File: src/rtl/alu_multicycle.sv
// alu_multicycle: N-bit ALU with single-cycle logic/add/sub and iterative shift-add MUL / restoring UDIV.
module alu_multicycle #(
  parameter int N = 64
) (
  input  logic         clk,
  input  logic         reset,
  input  logic         start,
  input  logic [N-1:0] a,
  input  logic [N-1:0] b,
  input  logic [3:0]   ALUControl,
  output logic         busy,
  output logic         done,
  output logic [N-1:0] result,
  output logic         zero,
  output logic [3:0]   flags
);
  localparam int CW = $clog2(N) + 1;
  typedef enum logic [1:0] {IDLE, MUL, DIV, DONE} state_t;
  state_t state, state_n;
  logic [CW-1:0] cnt;
  logic [N-1:0] acc, mc, mp, rem, quo, dvs, acc_n, rem_n, quo_n, alu_res, bb;
  logic [N:0] sum, rs, diff;
  logic is_mul, is_div, is_sub, set_flags, last, accept, single;
  logic [3:0] alu_flags;
  always_comb begin
    is_mul = ALUControl == 4'b0011;
    is_div = ALUControl == 4'b0100;
    is_sub = ALUControl[2:0] == 3'b110;
    set_flags = (ALUControl == 4'b1010) || (ALUControl == 4'b1110);
    bb = is_sub ? ~b : b;
    sum = {1'b0, a} + {1'b0, bb} + {{N{1'b0}}, is_sub};
    alu_res = (ALUControl == 4'b0000) ? (a & b) :
              (ALUControl == 4'b0001) ? (a | b) :
              ((ALUControl[2:0] == 3'b010) || is_sub) ? sum[N-1:0] :
              (ALUControl == 4'b0111) ? b :
              is_div ? '1 : '0;
    alu_flags = {sum[N-1], sum[N-1:0] == '0, sum[N], (a[N-1] == bb[N-1]) && (sum[N-1] != a[N-1])};
    accept = (state == IDLE) && start;
    single = !is_mul && !(is_div && (b != '0));
    last = cnt == CW'(N - 1);
    acc_n = acc + (mp[0] ? mc : '0);
    // Restoring step: a borrow (diff[N]) means the trial subtraction is discarded.
    rs = {rem, quo[N-1]};
    diff = rs - {1'b0, dvs};
    rem_n = diff[N] ? rs[N-1:0] : diff[N-1:0];
    quo_n = {quo[N-2:0], !diff[N]};
    state_n = (state == IDLE) ? (start ? (is_mul ? MUL : single ? DONE : DIV) : IDLE) :
              (state == DONE) ? IDLE :
              last ? DONE : state;
  end
  assign busy = state != IDLE;
  assign done = state == DONE;
  assign zero = result == '0;
  always_ff @(posedge clk) begin
    if (reset) begin
      state <= IDLE;
      cnt <= '0;
      result <= '0;
      flags <= '0;
    end else begin
      state <= state_n;
      if (accept) begin
        acc <= '0;
        mc <= a;
        mp <= b;
        rem <= '0;
        quo <= a;
        dvs <= b;
        cnt <= '0;
        if (single) result <= alu_res;
        if (set_flags) flags <= alu_flags;
      end else if ((state == MUL) || (state == DIV)) begin
        cnt <= last ? '0 : cnt + CW'(1);
        acc <= acc_n;
        mc <= mc << 1;
        mp <= mp >> 1;
        rem <= rem_n;
        quo <= quo_n;
        if (last) result <= (state == MUL) ? acc_n : quo_n;
      end
    end
  end
endmodule

File: config.mk
export PLATFORM = sky130hd
export DESIGN_NAME = alu_multicycle
export DESIGN_NICKNAME = d
export VERILOG_FILES = /design/src/rtl/alu_multicycle.sv
export SDC_FILE = /design/constraint.sdc
export NUM_CORES = 1
export LEC_CHECK = 0
export CAP_MARGIN = 15
export CORE_AREA = 2 2 252 254
export CTS_CLUSTER_DIAMETER = 60
export DETAILED_ROUTE_END_ITERATION = 6
export DIE_AREA = 0 0 254 256
export PLACE_DENSITY_LB_ADDON = 0.1
export SLEW_MARGIN = 20
export SYNTH_ARGS = -nofsm -noshare
export SYNTH_HDL_FRONTEND = slang
export SYNTH_SLANG_ARGS = --single-unit
File: constraint.sdc
create_clock -name clk -period 19.8 [get_ports clk]
set_clock_uncertainty 0.15 [all_clocks]
set_input_delay 3.96 -clock clk [delete_from_list [all_inputs] [get_ports clk]]
set_output_delay 3.96 -clock clk [all_outputs]
set_load 0.005 [all_outputs]
# Word level (Yosys, flattened, before mapping)
# Cells that the tools add are included.
dict set report classes {
  n_addsub 5
  n_eq_ne 15
  n_mux 28
  bitwise_logic 4
  reduce_logical 24
}
# operator n
set op_table {}
lappend op_table {{$mux W64} 21}
lappend op_table {{$logic_not A64 Y1} 2}
lappend op_table {{$add A64 B64 Y65} 1}
lappend op_table {{$add A65 B1 Y65} 1}
lappend op_table {{$sub A65 B64 Y65} 1}
lappend op_table {{$add A64 B64 Y64} 1}
lappend op_table {{$and A64 B64 Y64} 1}
lappend op_table {{$not A64 Y64} 1}
lappend op_table {{$or A64 B64 Y64} 1}
lappend op_table {{$reduce_bool A64 Y1} 1}
lappend op_table {{$mux W2} 5}
lappend op_table {{$eq A4 B3 Y1 const B} 2}
lappend op_table {{$eq A4 B4 Y1 const B} 2}
lappend op_table {{$add A7 B1 Y7 const B} 1}
lappend op_table {{$eq A7 B6 Y1 const B} 1}
lappend op_table {{$mux W7} 1}
lappend op_table {{$reduce_and A2 Y1} 3}
lappend op_table {{$reduce_bool A2 Y1} 3}
lappend op_table {{$eq A2 B2 Y1 const B} 2}
lappend op_table {{$eq A4 B1 Y1 const B} 1}
lappend op_table {{$eq A4 B2 Y1 const B} 1}
lappend op_table {{$logic_and A1 B1 Y1} 4}
lappend op_table {{$logic_not A4 Y1} 1}
lappend op_table {{$eq A3 B2 Y1 const B} 1}
lappend op_table {{other kinds (13)} 17}
dict set report totals {
  reg_bits 461
  inputBits 135
  out_inout_bits 71
}

# Longest topological paths before layout
# Gate-level depths: netlist of the first run.
dict set report logic_depth {
  depth_word 9
  mapped_depth 18
  depth_no_buf 16
}

# Worst setup path before layout of the first run
# No wires, ideal clock.
dict set report synth_timing {
  path_type {input to register}
  from {in start}
  to {reg acc[0] (enable)}
  setup_time_ns 1.007
  arrival_ns 18.377
  required_ns 18.643
  path_slack_ns 0.266
  path_stages 7
  n_path_buf 4
  cell_sequence {and2_1 -> clkbuf_1 -> clkbuf_1 -> clkbuf_1 -> clkbuf_1 -> nor2_1 -> nor2_1}
}
dict set report synth_via {
  elab_chain_cells 3
}
# item line_no
set synth_rtl {}
lappend synth_rtl {{start: declaration} 7} ;# input logic start,
lappend synth_rtl {{$logic_and A1 B1 Y1} 38} ;# accept = (state == IDLE) && start;
lappend synth_rtl {{$reduce_bool A2 Y1 (no line)} n/a}
lappend synth_rtl {{$reduce_and A2 Y1 (no line)} n/a}
lappend synth_rtl {{end signal: assignment} 74} ;# acc <= acc_n;
lappend synth_rtl {{end: declaration} 21} ;# logic [N-1:0] acc, mc, mp, rem, quo, dvs, acc_n, rem_n, quo_n, alu_res, bb;
# Every way passes these cells.
# A chain may end at the register's enable or synchronous reset.

# Final worst setup path of the first run
dict set report layout_timing {
  from {in ALUControl[1]}
  to {reg flags[2]}
}
dict set report layout_via {
  elab_chain_cells 5
  elab_cells_between_ends 9
  classes_between {add/sub: 2; eq/ne: 3; mux: 1; reduce/logical: 3}
}
# item line_no
set layout_rtl {}
lappend layout_rtl {{start: declaration} 10} ;# input logic [3:0] ALUControl,
lappend layout_rtl {{$eq A3 B3 Y1} 28} ;# is_sub = ALUControl[2:0] == 3'b110;
lappend layout_rtl {{$mux W64} 30} ;# bb = is_sub ? ~b : b;
lappend layout_rtl {{$add A64 B64 Y65} 31} ;# sum = {1'b0, a} + {1'b0, bb} + {{N{1'b0}}, is_sub};
lappend layout_rtl {{$add A65 B1 Y65} 31}
lappend layout_rtl {{$logic_not A64 Y1} 37} ;# alu_flags = {sum[N-1], sum[N-1:0] == '0, sum[N], (a[N-1] == bb[N-1]) && (sum[N-1] != a[N-1])};
lappend layout_rtl {{end signal: assignment} 71} ;# if (set_flags) flags <= alu_flags;
lappend layout_rtl {{end: declaration} 15} ;# output logic [3:0] flags
# Parallel ways exist; a longest one is shown, timed or not.

==> results.cfg, run 1 <==
[run_status]
status = finished clean

[sta]
setup_tns_ps = 0
min_period_ps = 10180
post-route-period-util = 0.5143
slew_headroom = 0.2538
worstMarginPinSlew_ps = 1119
rsz0062_at_grt = false
drv_slew = 0
fmax_ghz = 0.09821
hold_violations = 0
setup-violations-final = 0

[yosys]
ys_ff_latch = 461
seq_area_frac_synth = 0.3846
synthFlopType = edfxtp_1
syn_area_per_cell_sq_um = 8.462
synth_fp_nets = 4357
synth_cell_types = 86
async_flop_share = 0
syn-instance-count = 4017
syn-cell-area_sq_mm = 0.03399
synth_edf_count = 384
yosysWarnings = 0

[final_layout]
final.fill_count = 5588
mostFrequentLayoutCells = nand2_1, nor2_1, edfxtp_1
fin_cells = 4989
final_common_cell = nand2_1
num-nets-final = 4437
post-route-util = 0.6168
post-route-cell-area_sq_mm = 0.03848
syn2layout_area_growth_pct = 13.20
layout-drive-gt1-share = 0.04275

[pwr]
power_density_mw_per_mm2 = 95.58
leakagePower_nw = 15.84
power_mw = 3.678
ir_worst_vdd_mv = 0.07868

[cts]
cts_tree = built
cts_max_path_buffers = 3
cts_sinks = 461
htree_levels = 2
cts_setup_buffers = 0
cts-hold-fix-buffers = 0
numCtsBuffers = 55
ctsRootBufferMaster = clkbuf_16
ctsResizeCount = 0
clk_pin_slew_ps = 60
clock_latency_ps = 620

[floorplanning]
io_pins = 206
placementRows = 92
dieArea_sq_mm = 0.06502
die_y_um = 256
die_x_um = 254
fp.coreArea_sq_mm = 0.06239
start_util = 0.5449

[placed_design]
gp_congestion = 1.007
hpwl_um = 91500
placed_area_sq_mm = 0.03667
placed_cells = 4886
port_buffers = 205

[worst_setup_path]
path_max_fanout = 48
endpoint_kind = flip-flop
path_depth = 17
crit_buf_inv = 2
arrival_ps = 10600
slowest_stage = clkdlybuf4s50_1
path_class = in -> reg
cp.required_ps = 20220
r2r_cells = 18
cpMostUsedCell = o21ai_0
critical_path.top_delay_family = compound AO/OA/AOI/OAI gates
crit_chain = clkdlybuf4s50_1 > and3b_4 > buf_4 > xor2_1 > ha_1 > a21oi_1 > o21ai_0 > o21ai_0 > o21ai_1 > o31ai_1 > a2111oi_0 > nor2_1 > o21ai_0 > xor2_1 > or4b_1 > or4_1 > nand2_1
crit_path_start_kind = input port
critical-path-max-stage-delay_ps = 840

[routing]
drc = 0
routed_via_density = 6.362
drtIter0Drc = 3722
wl_per_cell_um = 24.62
ant_nets = 0
vias = 31740
routed_wl_um = 122800
dr.pass1.iters = 7

[global_routing]
grt-ovfl-total = 0
antenna_found_initial = 8
grt_pass1_vias = 29820
grt_max_degree = 89
groute.usage.overall = 0.3698
grt_first_pass_wirelength_um = 182200

[job]
maxCapViolCount = 0

[hold_path]
hold-path-cell-count = 2
min_path_type = reg -> reg
==> synthesized netlist by cell type, types with 77 or more instances <==
library cell / number / area share
xor2_1: 137 / 0.035
clkbuf_1: 188 / 0.021
a21oi_1: 276 / 0.041
ha_1: 202 / 0.074
nand2_1: 743 / 0.082
a21o_1: 120 / 0.027
nand3_1: 77 / 0.011
inv_1: 114 / 0.013
and2_1: 88 / 0.016
edfxtp_1: 384 / 0.34
nor2_1: 427 / 0.047
xnor2_1: 104 / 0.027
dfxtp_1: 77 / 0.045
o21ai_0: 191 / 0.028
==> metal layers <==
layer,up-vias,global-route usage,part of all wire
li1,14730,-,-
met1,15070,0.5067,0.42
met2,1652,0.5795,0.45
met3,297,0.05044,0.087
met4,0,0.1708,0.052
met5,-,0,0
==> final cells by class <==
cell class,instances,area (sq um),area share
Inverter,114,427.9,0.01112
Multi-Input combinational cell,3215,19730,0.5126
Sequential cell,461,13070,0.3397
Antenna cell,3,7.507,0.0001951
Clock inverter,26,285.3,0.007413
Tap cell,846,1059,0.02751
Clock buffer,74,1519,0.03947
Timing Repair Buffer,250,2385,0.06197
==> registers in the layout, summed over array words and instances, names as in the netlist <==
name    cells
result     64
flags       4
rem        64
acc        64
dvs        64
mp         64
cnt         7
mc         64
state       2
quo        64
==> metrics by stage <==
step	setup WS, ps	hold slack (ps)
2_1_floorplan	265.7	262.7
3_3_place_gp	9209	272.3
3_5_place_dp	9110	276.4
4_1_cts	9734	285.8
5_1_grt	9120	309.6
6_report	9617	290.4
==> tightest hold or removal path: stages (launching register included) <==
cell,delay (ps)
dfxtp_1,310
nand2_1,60
a21oi_1,30
==> report_power, final <==
| group | switching, mW | total, mW | internal [mW] |
|---|---|---|---|
| registers | 0.0660 | 1.29 | 1.22 |
| logic | 0.858 | 1.37 | 0.507 |
| clock network | 0.432 | 1.03 | 0.593 |
| total | 1.36 | 3.68 | 2.32 |
==> final timing paths <==
| path | to | from | slack, ps |
|---|---|---|---|
| min | cnt[6] | cnt[6] | 290 |
| max | flags[2] | ALUControl[1] | 9620 |
| max reg2reg | rem[57] | quo[63] | 14050 |
| min reg2reg | cnt[6] | cnt[6] | 290 |
==> kinds of logic (layout without fill, tap and decap cells) <==
logic type	count (synthesis)	count (layout)	synth area share
AOI/OAI and AO/OA	1048	1048	0.2033
muxes	69	69	0.02032
adders and majority gates	213	213	0.07847
xor gates and xnor gates	241	241	0.06209
buffers and inverters	341	464	0.03776
DFF	461	461	0.3846
and+or+nand+nor	1644	1644	0.2135
other	0	3	0
(Power assumes the default switching activity.)
==> inputs of run 2 (changes only) <==
clock period = 8.4 ns   (was 19.8 ns; I/O delays follow)
==> run 2 against run 1 <==
Compared with the run above:
- hold slack gained 4.4 ps
- flip-flop and latch count is the same
- design area grew 0.33%
- wire length grew 1.7%
- critical endpoint unchanged
- largest cell class unchanged
==> results.cfg, run 2 (synthesis gave the netlist of run 1 again) <==
[run_status]
status = finished clean

[pwr]
p_int_mw = 5.380
p_seq_frac = 0.353
p_clk_frac = 0.269
p_comb_frac = 0.378
power_mw = 8.592
leakagePower_nw = 15.92
switching_share = 0.3738
ir_worst_vdd_mv = 0.1956
netSwitchingPower_mw = 3.212
power_density_mw_per_mm2 = 222.5

[sta]
rsz0062_at_grt = false
post-route-period-util = 0.8361
setup-violations-final = 0
fmax_ghz = 0.1424
drv_slew = 0
min_period_ps = 7023
setup_tns_ps = 0
slew_headroom = 0.1799
worstMarginPinSlew_ps = 1220
fin_hold_ws_ps = 294.8
hold_violations = 0

[final_layout]
fin_cells = 5014
num-nets-final = 4461
multi_input_area_sq_mm = 0.01973
layout-drive-gt1-share = 0.04874
ff_latch_area_sq_mm = 0.01307
syn2layout_area_growth_pct = 13.57
final.fill_count = 5602
final_common_cell = nand2_1
mostFrequentLayoutCells = nand2_1, nor2_1, edfxtp_1

[cts]
htree_levels = 2
cts-hold-fix-buffers = 0
cts_sinks = 461
numCtsBuffers = 55
clock_latency_ps = 620
cts_max_path_buffers = 3
cts_tree = built
cts_setup_buffers = 0
ctsRootBufferMaster = clkbuf_16
ctsResizeCount = 0
clk_pin_slew_ps = 60

[worst_setup_path]
rr_endpoint = rem[3]
regToRegSetupSlack_ps = 2750
critical-path-max-stage-delay_ps = 660
crit_chain = clkdlybuf4s50_1 > and3b_4 > buf_4 > xor2_1 > inv_1 > fa_1 > nor2b_1 > o31a_1 > o21ai_2 > a31oi_1 > a311o_1 > a21oi_1 > xnor2_1 > or4_1 > or4_1 > or4b_1 > or4_1 > nand2_1
r2r_cells = 15
crit_buf_inv = 3
slowest_stage = or4_1
cpMostUsedCell = or4_1
r2r-start = rem[40]
arrival_ps = 7440
critical_path.top_delay_family = simple AND/OR/NAND/NOR gates
path_max_fanout = 16
endpoint_kind = flip-flop
crit_path_start_kind = input port
path_class = in -> reg
cp.required_ps = 8820

[global_routing]
antenna_found_initial = 7
grt_pass1_vias = 29820
grt-ovfl-total = 0
grt_max_degree = 131
grt_first_pass_wirelength_um = 186500
groute.usage.overall = 0.3775

[hold_path]
hold-path-cell-count = 2
holdPathEnd = cnt[6]
min_path_type = reg -> reg
worstHoldStart = cnt[6]

[routing]
routed_wl_um = 124900
vias = 32120
wl_per_cell_um = 24.92
drtIter0Drc = 3495
dr.pass1.iters = 5
routed_via_density = 6.407
ant_nets = 0
drc = 0

[job]
maxCapViolCount = 0

[placed_design]
gp_congestion = 1.009
placed_cells = 4910
hpwl_um = 94070
port_buffers = 205

[floorplanning]
io_pins = 206
placementRows = 92
start_util = 0.5449
die_y_um = 256
dieArea_sq_mm = 0.06502
die_x_um = 254
fp.coreArea_sq_mm = 0.06239
[run 2: changes by cell type in the layout (fill, tap and decap cells not counted), moves of 2 or more]
cell	delta
clkinvlp_4	+3
clkinv_2	+2
inv_6	-3
bufinv_16	-3
clkinv_8	+2
buf_12	+3
buf_4	+21
[run 2: tightest hold or removal path: cells and delay by family (launching register included)]
family	cells	cell delay [ps]
simple gates	1	60
compound gates	1	30
flops	1	310
[run 2: worst max path at each step]
stage | start | to | slack [ps] | depth (start not counted)
5_1_grt | ALUControl[0] | flags[2] | 1110 | 18
2_1_floorplan | start | acc[0] | 190 | 7
6_report | ALUControl[0] | flags[2] | 1380 | 18
4_1_cts | ALUControl[0] | flags[2] | 1470 | 18
3_3_place_gp | ALUControl[0] | flags[2] | 850 | 18
3_5_place_dp | ALUControl[0] | flags[2] | 840 | 18
[run 2: area by class of cell]
| type | count | area share |
|---|---|---|
| clock inverters | 28 | 0.005444 |
| repair buffers | 274 | 0.06741 |
| inverters | 114 | 0.01108 |
| multi-input cells | 3215 | 0.5109 |
| diodes | 3 | 0.0001944 |
| well taps | 846 | 0.02742 |
| flip-flops and latches | 461 | 0.3386 |
| clock buffers | 73 | 0.03895 |
[run 2: through the flow]
| stage | util | area [sq um] | setup WS (ps) |
|---|---|---|---|
| after global routing | 0.6188 | 38610 | 1109 |
| after floorplan | - | 34000 | 187.5 |
| final | 0.6188 | 38610 | 1377 |
| after CTS | 0.6187 | 38600 | 1475 |
| after global placement | 0.5911 | 36880 | 848.1 |
| after detailed placement | 0.5912 | 36890 | 835.1 |
[run 2: per-layer routing]
metal  GRT usage  vias to the layer above  routed length, um
li1            -                    14790                  -
met1      0.5129                    15430              52060
met2      0.5881                     1593              55540
met3     0.07160                      306              11060
met4      0.1608                        4               6248
met5           0                        -                 25
[run 2: power by group through the flow]
stage               registers (mW)  logic, mW  clock network, mW
floorplan                     3.04       2.20                  0
global placement              3.06       3.15                  0
detailed placement            3.07       3.17                  0
CTS                           3.03       3.20               2.32
global route                  3.06       3.53               2.41
finish                        3.03       3.25               2.31
